**src/rtl/pipe_stage_chain.sv**
```systemverilog
// Chain of DEPTH pipeline register slices carrying a control and a data bundle,
// with per-slice stall/flush, bubble insertion, backpressure and a saturating bubble counter.
module pipe_stage_chain #(
  parameter int DEPTH      = 1,
  parameter int CTRL_W     = 8,
  parameter int DATA_W     = 32,
  parameter bit FLUSH_DATA = 1'b1,
  parameter int CNT_W      = 16
) (
  input  logic              clk,
  input  logic              rst,
  input  logic              in_valid,
  input  logic [CTRL_W-1:0] in_ctrl,
  input  logic [DATA_W-1:0] in_data,
  input  logic [DEPTH-1:0]  stall_i,
  input  logic [DEPTH-1:0]  flush_i,
  input  logic              clr_cnt,
  output logic              in_ready,
  output logic              out_valid,
  output logic [CTRL_W-1:0] out_ctrl,
  output logic [DATA_W-1:0] out_data,
  output logic [DEPTH-1:0]  slice_valid,
  output logic [CNT_W-1:0]  bubble_cnt
);

  logic [DEPTH-1:0]  valid_q;
  logic [CTRL_W-1:0] ctrl_q   [DEPTH];
  logic [DATA_W-1:0] data_q   [DEPTH];
  logic [DEPTH-1:0]  stall_eff;
  logic [DEPTH-1:0]  src_valid;
  logic [CTRL_W-1:0] src_ctrl [DEPTH];
  logic [DATA_W-1:0] src_data [DEPTH];
  logic              last_bubble;

  // A held slice holds everything upstream of it.
  always_comb begin
    for (int k = 0; k < DEPTH; k++) begin
      stall_eff[k] = |(stall_i >> k);
    end
  end

  assign src_valid[0] = in_valid;
  assign src_ctrl[0]  = in_ctrl;
  assign src_data[0]  = in_data;

  // An upstream slice that is itself held forwards a bubble, never a copy.
  for (genvar k = 1; k < DEPTH; k++) begin : g_src
    assign src_valid[k] = valid_q[k-1] & ~stall_eff[k-1];
    assign src_ctrl[k]  = ctrl_q[k-1];
    assign src_data[k]  = data_q[k-1];
  end

  always_ff @(posedge clk or posedge rst) begin
    if (rst) begin
      valid_q <= '0;
      for (int k = 0; k < DEPTH; k++) begin
        ctrl_q[k] <= '0;
        data_q[k] <= '0;
      end
    end else begin
      for (int k = 0; k < DEPTH; k++) begin
        if (flush_i[k]) begin
          valid_q[k] <= 1'b0;
          ctrl_q[k]  <= '0;
          if (FLUSH_DATA) data_q[k] <= '0;
        end else if (!stall_eff[k]) begin
          valid_q[k] <= src_valid[k];
          ctrl_q[k]  <= src_valid[k] ? src_ctrl[k] : '0;
          data_q[k]  <= src_data[k];
        end
      end
    end
  end

  assign last_bubble = flush_i[DEPTH-1] | (~stall_eff[DEPTH-1] & ~src_valid[DEPTH-1]);

  always_ff @(posedge clk or posedge rst) begin
    if (rst) begin
      bubble_cnt <= '0;
    end else if (clr_cnt) begin
      bubble_cnt <= '0;
    end else if (last_bubble && (bubble_cnt != {CNT_W{1'b1}})) begin
      bubble_cnt <= bubble_cnt + 1'b1;
    end
  end

  // ctrl is already zero whenever valid is zero, so no output gating.
  assign in_ready    = ~stall_eff[0];
  assign out_valid   = valid_q[DEPTH-1];
  assign out_ctrl    = ctrl_q[DEPTH-1];
  assign out_data    = data_q[DEPTH-1];
  assign slice_valid = valid_q;

endmodule

```
**config.mk**
```make
export PLATFORM = sky130hd
export DESIGN_NAME = pipe_stage_chain
export DESIGN_NICKNAME = d
export VERILOG_FILES = /design/src/rtl/pipe_stage_chain.sv
export SDC_FILE = /design/constraint.sdc
export NUM_CORES = 1
export LEC_CHECK = 0
export ABC_AREA = 1
export CAP_MARGIN = 20
export CORE_ASPECT_RATIO = 1.5
export CORE_MARGIN = 4
export CORE_UTILIZATION = 43
export CTS_CLUSTER_DIAMETER = 200
export CTS_CLUSTER_SIZE = 25
export DETAILED_ROUTE_END_ITERATION = 12
export HOLD_SLACK_MARGIN = 0.06
export PLACE_DENSITY = 0.89
export SLEW_MARGIN = 40
export SYNTH_ARGS = -nofsm -noshare
export SYNTH_HDL_FRONTEND = slang
export SYNTH_SLANG_ARGS = --single-unit
```
**constraint.sdc**
```tcl
create_clock -name clk -period 2 [get_ports clk]
set_input_delay 0.2 -clock clk [delete_from_list [all_inputs] [get_ports clk]]
set_output_delay 0.2 -clock clk [all_outputs]
set_load 0.05 [all_outputs]
```
# Yosys cells after proc, flatten, opt, wreduce, memory -nomap -nowiden
# Cells that the tools add are included.
# word_totals
ff_bits	57
in_bits	46
output_inout_bits	59
word_cells	22
# op_classes
addsub	1
eq_ne	2
mux	9
bitwise_logic	4
reduce_logical	2
# ops
cell	count
32-bit two-way mux	2
16-bit two-way mux	2
8-bit two-way mux	3
16-bit by 1-bit adder with 16-bit output, second input constant	1
16-bit inequality test, second input constant	1
1-bit two-way mux	2
2-bit by 1-bit inequality test with 1-bit output, second input constant	1
1-bit NOT	2
2-bit nonzero test	1
1-bit bitwise AND	1
1-bit logical AND	1
1-bit OR	1

# Logic depth before layout (Yosys ltp)
# logic_depth
depth_word	6
ltp_mapped	10
depth_no_buf	9

# Worst setup path before layout
# OpenSTA, ideal clock, no wires.
# synth_timing
path_kind	reg-to-reg
from	register bubble_cnt[1]
to	register bubble_cnt[10]
setup_time_ps	66
t_arrival_ps	1814
t_required_ps	1934
path_slack_ps	120
stages_incl_launch_ff	11
path_buffers	1
synth_period_minus_slack_ps	1880
path_cell_list	dfrtp_1 ha_1 nand2_1 nor2_2 nand2_1 nor2_4 o21ai_4 inv_4 buf_6 nand2_1 nand2_1
# synth_via
elab_chain_cells	3
word_cells_on_any_way	6
cone_classes	add/sub: 1; eq/ne: 1; mux: 2; reduce/logical: 2
# synth_rtl
item	line_no	rtl
start, declared	23	output logic [CNT_W-1:0] bubble_cnt
start signal, assigned	83	bubble_cnt <= bubble_cnt + 1'b1;
16-bit by 1-bit adder with 16-bit output or 16-bit inequality test (tied branches)	83, 82	
16-bit two-way mux or 1-bit logical AND (tied branches)	82	end else if (last_bubble && (bubble_cnt != {CNT_W{1'b1}})) begin
16-bit two-way mux or 2-bit nonzero test (tied branches)	-	
# Parallel ways exist; a longest one is shown, timed or not. The select of a mux whose other input is x is not followed.
# A chain may end at the register's enable or synchronous reset.

# Final worst setup path
# layout_timing
from	register bubble_cnt[2]
to	output port bubble_cnt[2]
# No word-level cell between the ends.

==> results by stage <==
Status:
- The run finished with clean final reports.

Drt:
- The total DRC errors in the routed layout is 0.
- The remaining number of nets flagged by the antenna check after routing is 0.
- The total vias in the final route is between 2000 and 3000.
- The wire length per cell after detailed routing is 14.6 um.
- After detailed routing, the total wire length is around 7500 um.
- For this block, the initial DRC count from the detailed router was between 100 and 150.
- The first detailed-routing pass ran for 4 iterations.
- In the routed layout, each cell is associated on average with a via count of 5.11.

Clock tree:
- After clock tree synthesis, the repair step resized 0 gates.
- For the worst-skew pair, the clock arrives at the later sink with an insertion delay of roughly 0.33 ns.
- The number of sinks handled by clock tree synthesis is 57.
- The post-CTS setup repair buffer count is 0.
- The number of hold-repair buffers added at the cts stage is 0.
- After clock tree synthesis, the clock-pin slew on the worst setup and hold paths is about 0.060 ns.
- Counting along the longest clock path gives a buffer depth of 2.
- The tree is rooted in a sky130_fd_sc_hd__clkbuf_8.
- Clock tree synthesis inserted a total of 9 buffers.
- TritonCTS built the clock tree.
- The clock tree synthesis step divided the H-tree into 3 levels.

Logic synthesis:
- The synthesized netlist devotes 0.994% of its cell area to XOR and XNOR gates.
- Of the total synthesized cell area, the portion taken by full adders, half adders and majority gates is less than 1%.
- The distinct cell type count of the synthesized netlist is 21.
- The fraction of the mapped netlist area in simple logic gates is 37.0%.
- Of the synthesized area, sequential elements account for 54.0%.
- The dominant combinational cell family by area after synthesis is simple AND/OR/NAND/NOR gates.
- The cell area that synthesis handed to floorplanning was around 0.0026 sq mm.
- For this run, the number of Yosys warnings is 0.
- Summing the areas of all compound-gate instances in the mapped netlist gives 2.46% of the synthesized area.
- Of the post-synthesis cell area, the part taken by muxes is 0%.
- Counting every instance in the synthesized netlist gives around 330.
- The number of nets handed over by synthesis was about 380.
- Counting flops and latches in the post-synthesis netlist gives 57.
- After synthesis, the mean cell area works out to 7.98 sq um.

Timing:
- The worst slew slack as a fraction of its limit is 63.8%.
- The final worst clock skew is approximately 0.010 ns.
- Summed over all failing endpoints, the final setup total negative slack is 0 ns.
- Dividing the final minimum period by the clock period gives just over 90%.
- The final count of hold timing violations came to 0.
- At the pin with the least slew margin, the transition time is roughly 0.54 ns.
- The number of setup violations in the final report is 0.
- The routed design could run at a clock period as short as 1.84 ns.
- The worst hold margin is ~0.24 ns.
- The fmax is about 540 MHz.
- The final number of max-transition violations was 0.
- Setup repair after global routing left no endpoint under its margin.

Hold path:
- The min-delay analysis places its worst path in the category in -> async.

Placement:
- The post-detailed-placement half-perimeter wirelength is ~5400 um.
- The congestion estimate from routability-driven global placement came to between 0.8 and 0.9.
- The number of buffers inserted by port buffering is 104.

Worst setup path:
- The last element of the critical path is bubble_cnt[2].
- In this run the number of cells on the critical path is 1.
- The cell count of the worst reg-to-reg path is 8.
- The critical path starts at bubble_cnt[2].
- The destination of the worst register-to-register timing path is bubble_cnt[3].
- Of all nets on the critical path, the largest fanout is 7.
- STA puts the critical path data required time at 1.80 ns.
- Counting both buffers and inverters, the worst setup path holds a total of 1.
- The arrival time at the worst endpoint is 1.64 ns.
- The element type at the critical path end is an output pin.
- The startpoint of the worst-slack reg-to-reg timing path is bubble_cnt[0].
- The dominant delay contributor by cell family on the critical path is buffers and inverters.
- The critical path goes through clkdlybuf4s50_1.
- The delay of the slowest cell on the worst path is around 0.85 ns.
- Among all stages on the critical path, the largest delay is contributed by sky130_fd_sc_hd__clkdlybuf4s50_1.
- The worst setup path is launched from a flop.
- For flop-to-flop paths, the worst setup slack is about 0.30 ns.
- The category of the critical setup timing path is reg -> out.

Floorplan:
- In this run the vertical extent of the chip is between 100 and 150 um.
- The overall die area is 0.00749 sq mm.
- The I/O pin count is roughly 110.
- The starting density of the core is 45.0%.
- The die boundary width is just over 70 um.
- The core box area is 0.00587 sq mm.
- The site row count is 34.

Global routing:
- The initial antenna violation count was 0.
- The final global-route overflow total is 0.
- The largest net degree at the start of global routing is between 50 and 60.
- The first-pass GRT wire length is 12600 um.
- Across every metal layer, demand over resource in global routing totals approximately a fifth.
- The via count of the first global-routing pass came to ~2700.

Power:
- The design draws roughly 2.8 mW.
- The ratio of total power to cell area is 713 mW/mm^2.
- For this design the static power due to leakage is 1.88 nW.
- VDD sags by at most ~0.32 mV.

Final layout:
- The total of fill cells in the finished design is 490.
- After the last flow step, the layout net total stands at between 400 and 500.
- The number of antenna repair diodes is 0.
- The area overhead of the layout relative to synthesis is 50.0%.
- Cells fill between 60% and 70% of the core in the end.
- The share of cells above drive strength 1 is ~6.8%.

Job:
- The number of violations of the max-capacitance limit is 0.
[through the flow]
| step | instances | worst slack (ns) | instance area [sq um] |
|---|---|---|---|
| after detailed placement | 496 | 0.262 | 3770 |
| after global routing | 511 | 0.0908 | 3960 |
| after CTS | 511 | 0.122 | 3960 |
| final | 511 | 0.158 | 3960 |
| after global placement | 496 | 0.314 | 3770 |
| after floorplan | 331 | 0.120 | 2640 |
[power breakdown]
part	internal (mW)	leakage, nW	switching, mW	total, mW
sequential	1.20	0.770	0.0309	1.23
combinational	0.202	1.01	0.334	0.536
clock	0.632	0.102	0.425	1.06
[worst min path at each step]
stage	start	slack, ns	depth (start not counted)	end
floorplan	in_data[0]	0.31	2	out_data[0]
global placement	out_data[1]	0.49	2	out_data[1]
detailed placement	out_data[6]	0.50	2	out_data[6]
CTS	rst	0.24	3	bubble_cnt[6]
global route	rst	0.27	3	out_data[20]
finish	rst	0.24	3	bubble_cnt[1]
[synth_stat cells]
master / n / area share (%)
sky130_fd_sc_hd__o21ai_0: 2 / 0.38
sky130_fd_sc_hd__buf_4: 1 / 0.28
sky130_fd_sc_hd__nor2_4: 1 / 0.43
sky130_fd_sc_hd__nand2_1: 125 / 18
sky130_fd_sc_hd__nor2_1: 23 / 3.3
sky130_fd_sc_hd__buf_1: 4 / 0.57
sky130_fd_sc_hd__ha_1: 1 / 0.47
sky130_fd_sc_hd__clkbuf_1: 10 / 1.4
sky130_fd_sc_hd__inv_4: 1 / 0.24
sky130_fd_sc_hd__o21ai_4: 1 / 0.62
sky130_fd_sc_hd__inv_1: 14 / 2.0
sky130_fd_sc_hd__buf_6: 1 / 0.43
sky130_fd_sc_hd__nand3_1: 67 / 13
sky130_fd_sc_hd__o21ai_2: 1 / 0.33
sky130_fd_sc_hd__buf_2: 1 / 0.19
sky130_fd_sc_hd__nor2_2: 3 / 0.71
sky130_fd_sc_hd__dfrtp_1: 57 / 54
sky130_fd_sc_hd__a21oi_1: 6 / 1.1
sky130_fd_sc_hd__xnor2_1: 1 / 0.33
sky130_fd_sc_hd__xor2_1: 2 / 0.66
sky130_fd_sc_hd__nand4_1: 9 / 2.1
[final cells by class]
| class | count | area, sq um | share of cell area [%] |
|---|---|---|---|
| flip-flops and latches | 57 | 1430 | 36.0 |
| clock buffers | 12 | 155 | 3.92 |
| inverters | 15 | 58.8 | 1.48 |
| multi-input cells | 242 | 1080 | 27.3 |
| repair buffers | 110 | 1110 | 28.0 |
| clock inverters | 3 | 40.0 | 1.01 |
| well taps | 72 | 90.1 | 2.27 |
[sequential cells by signal (all words and copies together) (netlist names)]
| name | cells |
|---|---|
| bubble_cnt | 16 |
| out_ctrl | 8 |
| out_data | 32 |
| out_valid | 1 |
[worst register-to-register path: stages, from the launching register on]
cell                      delay (ns)
sky130_fd_sc_hd__dfrtp_1        0.42
sky130_fd_sc_hd__ha_1           0.25
sky130_fd_sc_hd__nand2_1        0.11
sky130_fd_sc_hd__nor2_2         0.07
sky130_fd_sc_hd__nand2_1        0.13
sky130_fd_sc_hd__nor2_4         0.07
sky130_fd_sc_hd__nor2_2         0.35
sky130_fd_sc_hd__nand4_1        0.15
sky130_fd_sc_hd__nand2_1        0.10
[routing by layer]
layer | up-vias | GRT usage (%) | share of wire (%)
met5 | - | 0 | 0
met4 | 0 | 9.54 | 2.1
met3 | 14 | 4.64 | 7.6
met2 | 110 | 35.0 | 51
met1 | 1213 | 25.5 | 39
li1 | 1273 | - | -
[layout by cell type, fill, tap and decap left out, types with 2 or more instances in the layout]
cell                              Yosys  layout
sky130_fd_sc_hd__xor2_1               2       2
sky130_fd_sc_hd__inv_1               14      13
sky130_fd_sc_hd__nor2_1              23      22
sky130_fd_sc_hd__buf_4                1       5
sky130_fd_sc_hd__dfrtp_1             57      57
sky130_fd_sc_hd__a21oi_1              6       6
sky130_fd_sc_hd__nand4_1              9       9
sky130_fd_sc_hd__buf_12               0       2
sky130_fd_sc_hd__nor2_2               3       4
sky130_fd_sc_hd__clkdlybuf4s50_1      0     103
sky130_fd_sc_hd__nand2_1            125     125
sky130_fd_sc_hd__clkbuf_8             0      11
sky130_fd_sc_hd__o21ai_0              2       2
sky130_fd_sc_hd__clkinv_2             0       2
sky130_fd_sc_hd__nand3_1             67      67
[cell families (layout without fill, tap and decap cells)]
kind of cell               count (synthesis)  in the layout
AOI/OAI and AO/OA                         10             10
buffers and inverters                     32            140
DFF                                       57             57
adders and majority gates                  1              1
and+or+nand+nor                          228            228
xor gates and xnor gates                   3              3
Note: power is estimated with default switching activity, not from simulation.
